File: src/rtl/ps2_kbd_tx_if.sv
// Write-side bundle for the PS/2 keyboard transmitter: byte push, queue status and overflow flag.
// The brk input exists only when PS2_KBD_TX_BREAK_EN is defined.
interface ps2_kbd_tx_if #(
  parameter int FIFO_DEPTH = 8
);
  localparam int LW = $clog2(FIFO_DEPTH) + 1;

  logic          wr_en;
  logic [7:0]    wr_data;
`ifdef PS2_KBD_TX_BREAK_EN
  logic          brk;
`endif
  logic          full;
  logic [LW-1:0] level;
  logic          ovf;

`ifdef PS2_KBD_TX_BREAK_EN
  modport master (output wr_en, output wr_data, output brk, input full, input level, input ovf);
  modport slave  (input wr_en, input wr_data, input brk, output full, output level, output ovf);
`else
  modport master (output wr_en, output wr_data, input full, input level, input ovf);
  modport slave  (input wr_en, input wr_data, output full, output level, output ovf);
`endif
endinterface

File: src/rtl/ps2_kbd_tx.sv
// Device-side PS/2 keyboard transmitter: byte FIFO feeding an 11-bit frame serialiser with inter-frame gap.
// Optional macro PS2_KBD_TX_BREAK_EN adds brk, which enqueues 0xF0 ahead of wr_data atomically.
module ps2_kbd_tx #(
  parameter int CLK_DIV    = 4,
  parameter int GAP        = 8,
  parameter int FIFO_DEPTH = 8
) (
  input  logic         clk,
  input  logic         rst,
  ps2_kbd_tx_if.slave  bus,
  output logic         busy,
  output logic         ps2_clk,
  output logic         ps2_data
);
  localparam int AW   = $clog2(FIFO_DEPTH);
  localparam int LW   = AW + 1;
  localparam int TMAX = (CLK_DIV > GAP) ? CLK_DIV : GAP;
  localparam int TW   = $clog2(TMAX) + 1;
  localparam logic [TW-1:0] DIV_LAST = TW'(CLK_DIV - 1);
  localparam logic [TW-1:0] GAP_LAST = TW'(GAP - 1);

  typedef enum logic [1:0] {S_IDLE, S_HIGH, S_LOW, S_GAP} state_t;

  function automatic logic odd_parity(input logic [7:0] d);
    return ~^d;
  endfunction

  logic [7:0]    mem [FIFO_DEPTH];
  logic [AW-1:0] wptr;
  logic [AW-1:0] rptr;
  logic [LW-1:0] count;
  logic [LW-1:0] add;
  logic          full;
  logic          push_one;
  logic          push_two;
  logic          drop;
  logic          start;
  logic          ovf;
  state_t        state;
  logic [TW-1:0] tmr;
  logic [3:0]    idx;
  logic [9:0]    shreg;

  assign full      = (count == LW'(FIFO_DEPTH));
  assign bus.full  = full;
  assign bus.level = count;
  assign bus.ovf   = ovf;

  // The last GAP cycle doubles as the IDLE cycle so back-to-back frames are exactly GAP apart.
  assign start = (count != {LW{1'b0}}) &&
                 ((state == S_IDLE) || ((state == S_GAP) && (tmr == GAP_LAST)));

`ifdef PS2_KBD_TX_BREAK_EN
  logic [LW-1:0] free;
  assign free = LW'(FIFO_DEPTH) - count;
`endif

  // Write acceptance, judged on occupancy before any same-cycle pop.
  always_comb begin
    push_one = 1'b0;
    push_two = 1'b0;
    drop     = 1'b0;
    add      = {LW{1'b0}};
    if (bus.wr_en) begin
`ifdef PS2_KBD_TX_BREAK_EN
      if (bus.brk) begin
        if (free >= LW'(2)) begin
          push_two = 1'b1;
          add      = LW'(2);
        end else begin
          drop = 1'b1;
        end
      end else if (full) begin
        drop = 1'b1;
      end else begin
        push_one = 1'b1;
        add      = LW'(1);
      end
`else
      if (full) begin
        drop = 1'b1;
      end else begin
        push_one = 1'b1;
        add      = LW'(1);
      end
`endif
    end else begin
      drop = 1'b0;
    end
  end

  // FIFO storage, pointers, occupancy and sticky overflow.
  always_ff @(posedge clk) begin
    if (rst) begin
      wptr  <= {AW{1'b0}};
      rptr  <= {AW{1'b0}};
      count <= {LW{1'b0}};
      ovf   <= 1'b0;
    end else begin
      if (push_one) begin
        mem[wptr] <= bus.wr_data;
        wptr      <= wptr + AW'(1);
      end else if (push_two) begin
        mem[wptr]          <= 8'hF0;
        mem[wptr + AW'(1)] <= bus.wr_data;
        wptr               <= wptr + AW'(2);
      end else begin
        wptr <= wptr;
      end
      if (start) begin
        rptr <= rptr + AW'(1);
      end else begin
        rptr <= rptr;
      end
      count <= count + add - {{(LW-1){1'b0}}, start};
      if (drop) begin
        ovf <= 1'b1;
      end else begin
        ovf <= ovf;
      end
    end
  end

  // Frame serialiser: start, 8 data bits LSB first, odd parity, stop, then the idle gap.
  always_ff @(posedge clk) begin
    if (rst) begin
      state    <= S_IDLE;
      tmr      <= {TW{1'b0}};
      idx      <= 4'd0;
      shreg    <= {10{1'b1}};
      ps2_clk  <= 1'b1;
      ps2_data <= 1'b1;
      busy     <= 1'b0;
    end else if (start) begin
      state    <= S_HIGH;
      tmr      <= {TW{1'b0}};
      idx      <= 4'd0;
      shreg    <= {1'b1, odd_parity(mem[rptr]), mem[rptr]};
      ps2_clk  <= 1'b1;
      ps2_data <= 1'b0;
      busy     <= 1'b1;
    end else begin
      case (state)
        S_IDLE: begin
          tmr      <= {TW{1'b0}};
          ps2_clk  <= 1'b1;
          ps2_data <= 1'b1;
          busy     <= 1'b0;
        end
        S_HIGH: begin
          if (tmr == DIV_LAST) begin
            tmr     <= {TW{1'b0}};
            ps2_clk <= 1'b0;
            state   <= S_LOW;
          end else begin
            tmr <= tmr + TW'(1);
          end
        end
        S_LOW: begin
          if (tmr == DIV_LAST) begin
            tmr     <= {TW{1'b0}};
            ps2_clk <= 1'b1;
            if (idx < 4'd10) begin
              ps2_data <= shreg[0];
              shreg    <= {1'b1, shreg[9:1]};
              idx      <= idx + 4'd1;
              state    <= S_HIGH;
            end else begin
              ps2_data <= 1'b1;
              state    <= S_GAP;
            end
          end else begin
            tmr <= tmr + TW'(1);
          end
        end
        S_GAP: begin
          if (tmr == GAP_LAST) begin
            tmr   <= {TW{1'b0}};
            busy  <= 1'b0;
            state <= S_IDLE;
          end else begin
            tmr <= tmr + TW'(1);
          end
        end
        default: begin
          state    <= S_IDLE;
          tmr      <= {TW{1'b0}};
          ps2_clk  <= 1'b1;
          ps2_data <= 1'b1;
          busy     <= 1'b0;
        end
      endcase
    end
  end
endmodule

File: src/flat_wrapper.sv
// flat-port wrapper written by rule: the top's interface ports become plain ports
module ps2_kbd_tx_flat 
#(
  parameter int CLK_DIV    = 4,
  parameter int GAP        = 8,
  parameter int FIFO_DEPTH = 8
)
  (clk, rst, busy, ps2_clk, ps2_data, bus_wr_en, bus_wr_data, bus_full, bus_level, bus_ovf);
  ps2_kbd_tx_if #(.FIFO_DEPTH(FIFO_DEPTH)) bus_i ();
  input  logic clk;
  input  logic rst;
  output logic busy;
  output logic ps2_clk;
  output logic ps2_data;
  input wire logic [$bits(bus_i.wr_en)-1:0] bus_wr_en;
  input wire logic [$bits(bus_i.wr_data)-1:0] bus_wr_data;
  output wire logic [$bits(bus_i.full)-1:0] bus_full;
  output wire logic [$bits(bus_i.level)-1:0] bus_level;
  output wire logic [$bits(bus_i.ovf)-1:0] bus_ovf;
  assign bus_i.wr_en = bus_wr_en;
  assign bus_i.wr_data = bus_wr_data;
  assign bus_full = bus_i.full;
  assign bus_level = bus_i.level;
  assign bus_ovf = bus_i.ovf;
  ps2_kbd_tx #(.CLK_DIV(CLK_DIV), .GAP(GAP), .FIFO_DEPTH(FIFO_DEPTH)) u_core (.clk(clk), .rst(rst), .bus(bus_i), .busy(busy), .ps2_clk(ps2_clk), .ps2_data(ps2_data));
endmodule
File: config.mk
export PLATFORM = sky130hd
export DESIGN_NAME = ps2_kbd_tx_flat
export DESIGN_NICKNAME = d
export VERILOG_FILES = /design/src/rtl/ps2_kbd_tx_if.sv /design/src/rtl/ps2_kbd_tx.sv /design/src/flat_wrapper.sv
export SDC_FILE = /design/constraint.sdc
export NUM_CORES = 1
export LEC_CHECK = 0
export BUFFER_PORTS_ARGS = -buffer_cell sky130_fd_sc_hd__buf_2
export CORE_UTILIZATION = 55
export DETAILED_ROUTE_END_ITERATION = 12
export PLACE_DENSITY = 0.75
export SYNTH_ARGS = -nofsm -noshare
export SYNTH_HDL_FRONTEND = slang
export SYNTH_SLANG_ARGS = --single-unit
File: constraint.sdc
create_clock -name clk -period 2.4 [get_ports clk]
set_input_delay 0.12 -clock clk [delete_from_list [all_inputs] [get_ports clk]]
set_output_delay 0.12 -clock clk [all_outputs]
set_load 0.005 [all_outputs]
==> metrics.txt, run 1 <==
initial antenna violation count 0; Layout Cells excl Fill 446; Hold/Removal Path Class in2reg; clk slew on worst S/H paths 0.10 ns; Detailed Route WL 7510 um; R2R Path Start u_core.tmr[0]$_SDFF_PP0_; Yosys top cell by area edfxtp_1; Die X 90.6 um; Adder-Cell Fraction of Synth Area 4.81%; Max Clock Freq 0.439 GHz; sequential share of the synthesized area 61.2%; overall routing resource usage 19.9%; largest net degree at the start of global routing 36; input/output buffers 19; cells after synthesis 310; Synth Area in Compound Gates 5.28%; r2r setup slk 0.12 ns; CP Class reg2reg; Startpoint Class register; Netlist cell types 40; effective utilization at floorplan 58.3%; Final GP Congestion 0.778; power density over the cells 1070 mW/mm2; HPWL after DPL 4780 um; grt met2 use 33.4%; Yosys top cell area share 44.5%; Hold Vio Cnt, Final 0; Area Overhead vs Synth 11.7%; wire per inst 16.8 um; last element of the critical path u_core.bus.level[2]$_SDFF_PP0_; DIE HEIGHT 90.6 um; status finished, final reports clean; Worst Path Buf+Inv 0; Period minus WS final 2.28 ns; Max FO, Critical Path 5; Synth Area in Simple Gates 10.3%; TritonCTS buffer count 9; Crit. Startpoint u_core.tmr[0]$_SDFF_PP0_; antenna viol nets, final 0; XOR/XNOR Fraction of Synth Area 3.22%; Tightest Pin Transition 0.682 ns; Min Hold Slack 0.0232 ns; Synth Register Bits 100; global route hottest layer met2; clk_skew 0.00915 ns; grt met1 use 25.3%; Remaining DRCs 0; Final nets 369; final setup vio count 0; grt ovf 0; fin crit share 94.8%; Crit path max-delay family adder cells; clk buf depth 2; core region area 0.00741 mm2; First-pass DRT Iterations 4; Clock Latency Late Sink 0.36 ns; Layout Utilization 65.1%; met3 usage 4.46%; vias in the first global route 2408; critical path depth 10; Critical Path Most Common Cell ha_1; die area 0.00820 mm2; Vias 2479; largest family of logic cells by synthesized area multiplexers; drt first-iter violations 145; slowest CP cell fa_1; P_leak 1.74 nW; top cells by area, synth edfxtp_1 45%, dfxtp_1 17%, mux4_2 7.3%; maxcap violations 0; RR Endpoint u_core.bus.level[2]$_SDFF_PP0_; VDD IR-drop max 0.493 mV; CTS tree built; highest-count cells in the layout ignoring fill and taps 64 x edfxtp_1, 36 x nand2_1, 36 x dfxtp_1; vias per inst 5.56; Synth Cell Area 0.00432 mm2; H-Tree Level Count 3; mux cell area share after synthesis 12.6%; first-pass GRT wire length 12200 um; commonest non-fill, non-tap cell in the layout edfxtp_1; Worst setup EP type register; syn_nets 337; fin. max-slew vios 0; share of layout cells above drive strength 1 22.5%; relative slew slack 54.6%; clk root buf clkbuf_8; I/O pins 20; r2r worst-path depth 10; critical path, cell by cell ha_1, and3b_1, a21oi_2, a21oi_1, nand2b_1, nand2_1, ha_1, fa_1, xnor2_2, nor2_1; Worst Path Required 2.63 ns; placed cell count 426; ant diodes 0; # rows 31; crit path DAT 2.51 ns; # clock sinks 100; Synth Warn # 0; syn avg cell area 13.9 um2; Worst path max stage delay 0.43 ns
[how the worst min path moves through the flow]
stage,start,cells past startpoint,to,slack (ns)
6_report,bus_wr_data[6],1,u_core.mem[1][6]$_DFFE_PP_,0.02
5_1_grt,bus_wr_data[6],1,u_core.mem[6][6]$_DFFE_PP_,0.01
4_1_cts,bus_wr_data[4],1,u_core.mem[5][4]$_DFFE_PP_,0.009
3_5_place_dp,bus_wr_en,3,u_core.bus.ovf$_SDFFE_PP0P_,0.36
3_3_place_gp,bus_wr_en,3,u_core.bus.ovf$_SDFFE_PP0P_,0.36
2_1_floorplan,bus_wr_data[0],0,u_core.mem[0][0]$_DFFE_PP_,0.22
[area by class of cell]
| class | instances | area (um2) |
|---|---|---|
| multi-input cells | 189 | 1600 |
| fillers | 550 | 2590 |
| inverters | 5 | 18.8 |
| flip-flops and latches | 100 | 2640 |
| clock buffers | 9 | 124 |
| well taps | 99 | 124 |
| repair buffers | 37 | 248 |
| clock inverters | 7 | 63.8 |
[cell usage after synthesis, drive strengths merged]
library cell and number:
ha 15, and2 1, nor4b 5, a41oi 1, fa 1, o221ai 1
a2bb2oi 1, o21ai 4, o21a 2, a21oi 14, nand2b 5, nor4 5
nor2b 4, mux2i 12, xor2 5, dfxtp 36, mux4 16, o21bai 2
inv 5, nor3b 1, nor2 24, and3 1, nand2 36, buf 7
edfxtp 64, nand3 10, a21o 10, clkbuf 9, xnor2 10, and3b 1
nand3b 1, o22ai 1
[power breakdown]
part           switching (W)  leakage, nW  internal [W]
Combinational       0.000997        0.768      0.000980
Sequential          0.000116        0.873       0.00203
Clock               0.000619       0.0960      0.000404
Total                0.00173         1.74       0.00341
[registers in the layout (all words and copies together) (netlist names), named ones only]
signal            count
u_core.rptr           3
u_core.bus.ovf        1
u_core.state          2
u_core.ps2_data       1
u_core.wptr           3
u_core.shreg          9
u_core.mem           64
u_core.ps2_clk        1
u_core.idx            4
u_core.bus.level      4
u_core.busy           1
u_core.tmr            4
[stage by stage]
stage | area, um2 | power, W | setup TNS (ns) | setup WS (ns)
after detailed placement | 4590 | 0.00408 | 0 | 0.0439
after global placement | 4590 | 0.00402 | 0 | 0.168
final | 4820 | 0.00515 | 0 | 0.124
after floorplan | 4320 | 0.00368 | -3.45 | -0.142
after global routing | 4820 | 0.00547 | -0.000697 | -0.000697
after CTS | 4790 | 0.00509 | 0 | 0.0260
[cell families after synthesis]
| group | count (synthesis) |
|---|---|
| XOR/XNOR | 15 |
| buffers and inverters | 21 |
| adder cells (fa/ha/maj) | 16 |
| AO/OA/AOI/OAI | 36 |
| flip-flops | 100 |
| AND/OR/NAND/NOR | 94 |
| multiplexers | 28 |
[worst register-to-register path: cells and delay by family, from the launching register on]
family                   cells  cell delay (ns)
adder cells (fa/ha/maj)      3             0.89
AO/OA/AOI/OAI                2             0.24
flip-flops                   1             0.34
XOR/XNOR                     1             0.19
AND/OR/NAND/NOR              4             0.50
[layer usage]
metal  vias to the layer above  routed length [um]  share of wire, %
met2                        35                3840                51
met5                         -                   0                 0
met1                      1233                3380                45
li1                       1203                   -                 -
met3                         8                 209               2.8
met4                         0                  76               1.0
[what timing repair did]
action | in CTS | in global routing
hold endpoints to repair | 5 | 0
endpoints found under the setup margin | 0 | 3
gates resized for setup | 0 | 2
hold buffers | 2 | 0
setup buffers | 0 | 2
No activity file was read; power rests on OpenSTA's default activity.
==> run 2, diff against run 1 <==
--- a/config.mk
+++ b/config.mk
@@ -9,6 +9,7 @@
 export CORE_UTILIZATION = 55
 export DETAILED_ROUTE_END_ITERATION = 12
 export PLACE_DENSITY = 0.75
+export SETUP_SLACK_MARGIN = 0.3
 export SYNTH_ARGS = -nofsm -noshare
 export SYNTH_HDL_FRONTEND = slang
 export SYNTH_SLANG_ARGS = --single-unit
==> constraint.sdc (replaced) <==
create_clock -name clk -period 2 [get_ports clk]
set_input_delay 0.1 -clock clk [delete_from_list [all_inputs] [get_ports clk]]
set_output_delay 0.1 -clock clk [all_outputs]
set_load 0.1 [all_outputs]
==> metrics.txt, run 2 (synthesis gave the netlist of run 1 again) <==
status complete, but fails checks; failing checks negative setup slack; Seq pwr share 34.6% (-7.1 points); share of layout cells above drive strength 1 41.2% (+19 points); Vias 2673 (+7.8%); Sequential Area 0.00267 mm2 (+0.90%); Clock power frac 17.1% (-2.8 points); power density over the cells 1380 mW/mm2 (+29%); Startpoint Class register; Hold Vio Cnt, Final 0 (unchanged); first-pass GRT wire length 13700 um (+12%); commonest non-fill, non-tap cell in the layout edfxtp_1; final setup vio count 3 (+3); fin. max-slew vios 0 (unchanged); Remaining DRCs 0 (unchanged); placed cell count 444 (+4.2%); input/output buffers 19 (unchanged); relative slew slack 64.0% (+9.4 points); RSZ-0062 raised after global routing true; clk root buf clkbuf_8; Critical Path Most Common Cell a21oi_2; ant diodes 0 (unchanged); R2R Path Start u_core.tmr[1]$_SDFF_PP0_; core region area 0.00741 mm2 (unchanged); I/O pins 20 (unchanged); worst slack, placed -0.0826 ns (-0.126 ns); critical path, cell by cell ha_4, and3b_2, a21oi_2, a21oi_2, nand2b_1, nand2_1, ha_2, fa_2, nor2b_1; largest net degree at the start of global routing 24 (-33%); r2r worst-path depth 9 (-1); Psw 0.00300 W (+73%); vias in the first global route 2725 (+13%); wire per inst 18.8 um (+12%); r2r setup slk -0.04 ns (-0.17 ns); Worst setup EP type register; TritonCTS buffer count 9 (unchanged); Final nets 401 (+8.7%); Detailed Route WL 8990 um (+20%); vias per inst 5.59 (+0.61%); Max Clock Freq 0.489 GHz (+11%); multi-input logic area 0.00191 mm2 (+20%); crit path setup slack, layout -0.0442 ns (-0.168 ns); H-Tree Level Count 3 (unchanged); DIE HEIGHT 90.6 um (unchanged); Die X 90.6 um (unchanged); Most flops, register u_core.mem; maxcap violations 0 (unchanged); Hold Crit Depth 1 (unchanged); CP Class reg2reg; highest-count cells in the layout ignoring fill and taps 64 x edfxtp_1, 30 x nand2_1, 27 x dfxtp_1; Combinational Power Share 48.3% (+9.9 points); switching portion of total power 38.9% (+5.2 points); grt ovf 0 (unchanged); Layout Cells excl Fill 478 (+7.2%); drt first-iter violations 127 (-12%); clk buf depth 2 (unchanged); initial antenna violation count 0 (unchanged); Area Overhead vs Synth 29.5%; Final GP Congestion 0.728 (-6.5%); clk_skew 0.00699 ns (-0.00217 ns); P_leak 1.99 nW (+15%); die area 0.00820 mm2 (unchanged); Tightest Pin Transition 0.540 ns (-0.142 ns); Clock Latency Late Sink 0.38 ns (+0.02 ns); antenna viol nets, final 0 (unchanged); Hold Crit Endpoint u_core.mem[7][4]$_DFFE_PP_; # fillers 445 (-19%); Worst path max stage delay 0.51 ns (+0.08 ns); HPWL after DPL 5510 um (+15%); Hold/Removal Path Class in2reg; Max FO, Critical Path 3 (-2); biggest regs u_core.mem (64), u_core.shreg (9); # clock sinks 100 (unchanged); clk slew on worst S/H paths 0.11 ns (about the same); CTS tree built; effective utilization at floorplan 58.3% (unchanged); Worst Path Required 2.32 ns (-0.31 ns); slowest CP cell fa_2; Period minus WS final 2.04 ns (-0.232 ns); VDD IR-drop max 0.726 mV (+47%); fin crit share 102% (+7.4 points); First-pass DRT Iterations 4 (unchanged); crit path DAT 2.36 ns (-0.15 ns); overall routing resource usage 22.5% (+2.6 points); # rows 31 (unchanged); worst hold start bus_wr_data[4]; RR Endpoint u_core.bus.level[1]$_SDFF_PP0_; max FFs per register 64 (unchanged); Pint 0.00472 W (+38%)
==> run 2: repair_timing <==
| item | 4_1_cts | 5_1_grt |
|---|---|---|
| hold buffers | 7 | 0 |
| endpoints found under the setup margin | 70 | 86 |
| pin swaps | 12 | 14 |
| hold endpoints to repair | 49 | 0 |
| setup buffers | 7 | 3 |
| gates cloned | 0 | 1 |
| gates resized for setup | 30 | 30 |
==> run 2: metrics by stage <==
stage / util, % / power [W] / hold slack [ns] / TNS [ns] / area [um2]
after detailed placement: 66.5 / 0.00566 / 0.348 / -0.141 / 4920
after global routing: 75.4 / 0.00810 / 0.00936 / -0.410 / 5590
final: 75.4 / 0.00772 / 0.0171 / -0.0964 / 5590
after CTS: 72.6 / 0.00729 / 0.00736 / -0.0112 / 5380
after global placement: 66.5 / 0.00557 / 0.337 / 0 / 4920
after floorplan: - / 0.00497 / 0.199 / -9.11 / 4500
==> run 2: how the worst max path moves through the flow <==
stage	slack [ns]	endpoint	depth (start not counted)	start
final	-0.04	u_core.bus.level[1]$_SDFF_PP0_	9	u_core.tmr[1]$_SDFF_PP0_
after global routing	-0.12	u_core.bus.level[1]$_SDFF_PP0_	9	u_core.tmr[1]$_SDFF_PP0_
after CTS	-0.01	u_core.bus.level[1]$_SDFF_PP0_	9	u_core.tmr[1]$_SDFF_PP0_
after detailed placement	-0.08	u_core.bus.level[2]$_SDFF_PP0_	10	u_core.tmr[0]$_SDFF_PP0_
after global placement	0.002	u_core.bus.level[2]$_SDFF_PP0_	10	u_core.tmr[0]$_SDFF_PP0_
after floorplan	-0.25	u_core.mem[2][0]$_DFFE_PP_	7	u_core.bus.level[2]$_SDFF_PP0_
==> run 2: metal layers <==
layer,track usage (%),part of all wire (%),vias up
met5,0,0,-
met4,10.3,2.1,0
met3,4.63,3.9,19
met2,38.4,52,73
met1,27.6,42,1313
li1,-,-,1268
==> run 2: layout make-up <==
| cell class | count | share of cell area (%) |
|---|---|---|
| tap | 99 | 2.22 |
| multi-input combinational | 189 | 34.2 |
| inverter | 5 | 0.381 |
| sequential | 100 | 47.7 |
| clock inverter | 7 | 1.59 |
| clock buffer | 9 | 2.22 |
| timing repair buffer | 69 | 11.6 |
==> run 2: worst max-delay path, delay by kind of cell (launching register included) <==
kind            cells  cell delay (ns)
simple gates        4             0.56
compound gates      2             0.23
flops               1             0.35
fa+ha+maj           3             0.85
==> run 2: power groups by stage <==
stage / Combinational (W) / Sequential [W] / Clock [W]
final: 0.00373 / 0.00267 / 0.00132
after global routing: 0.00399 / 0.00270 / 0.00142
after CTS: 0.00330 / 0.00264 / 0.00134
after detailed placement: 0.00299 / 0.00268 / 0
after global placement: 0.00291 / 0.00266 / 0
after floorplan: 0.00199 / 0.00298 / 0
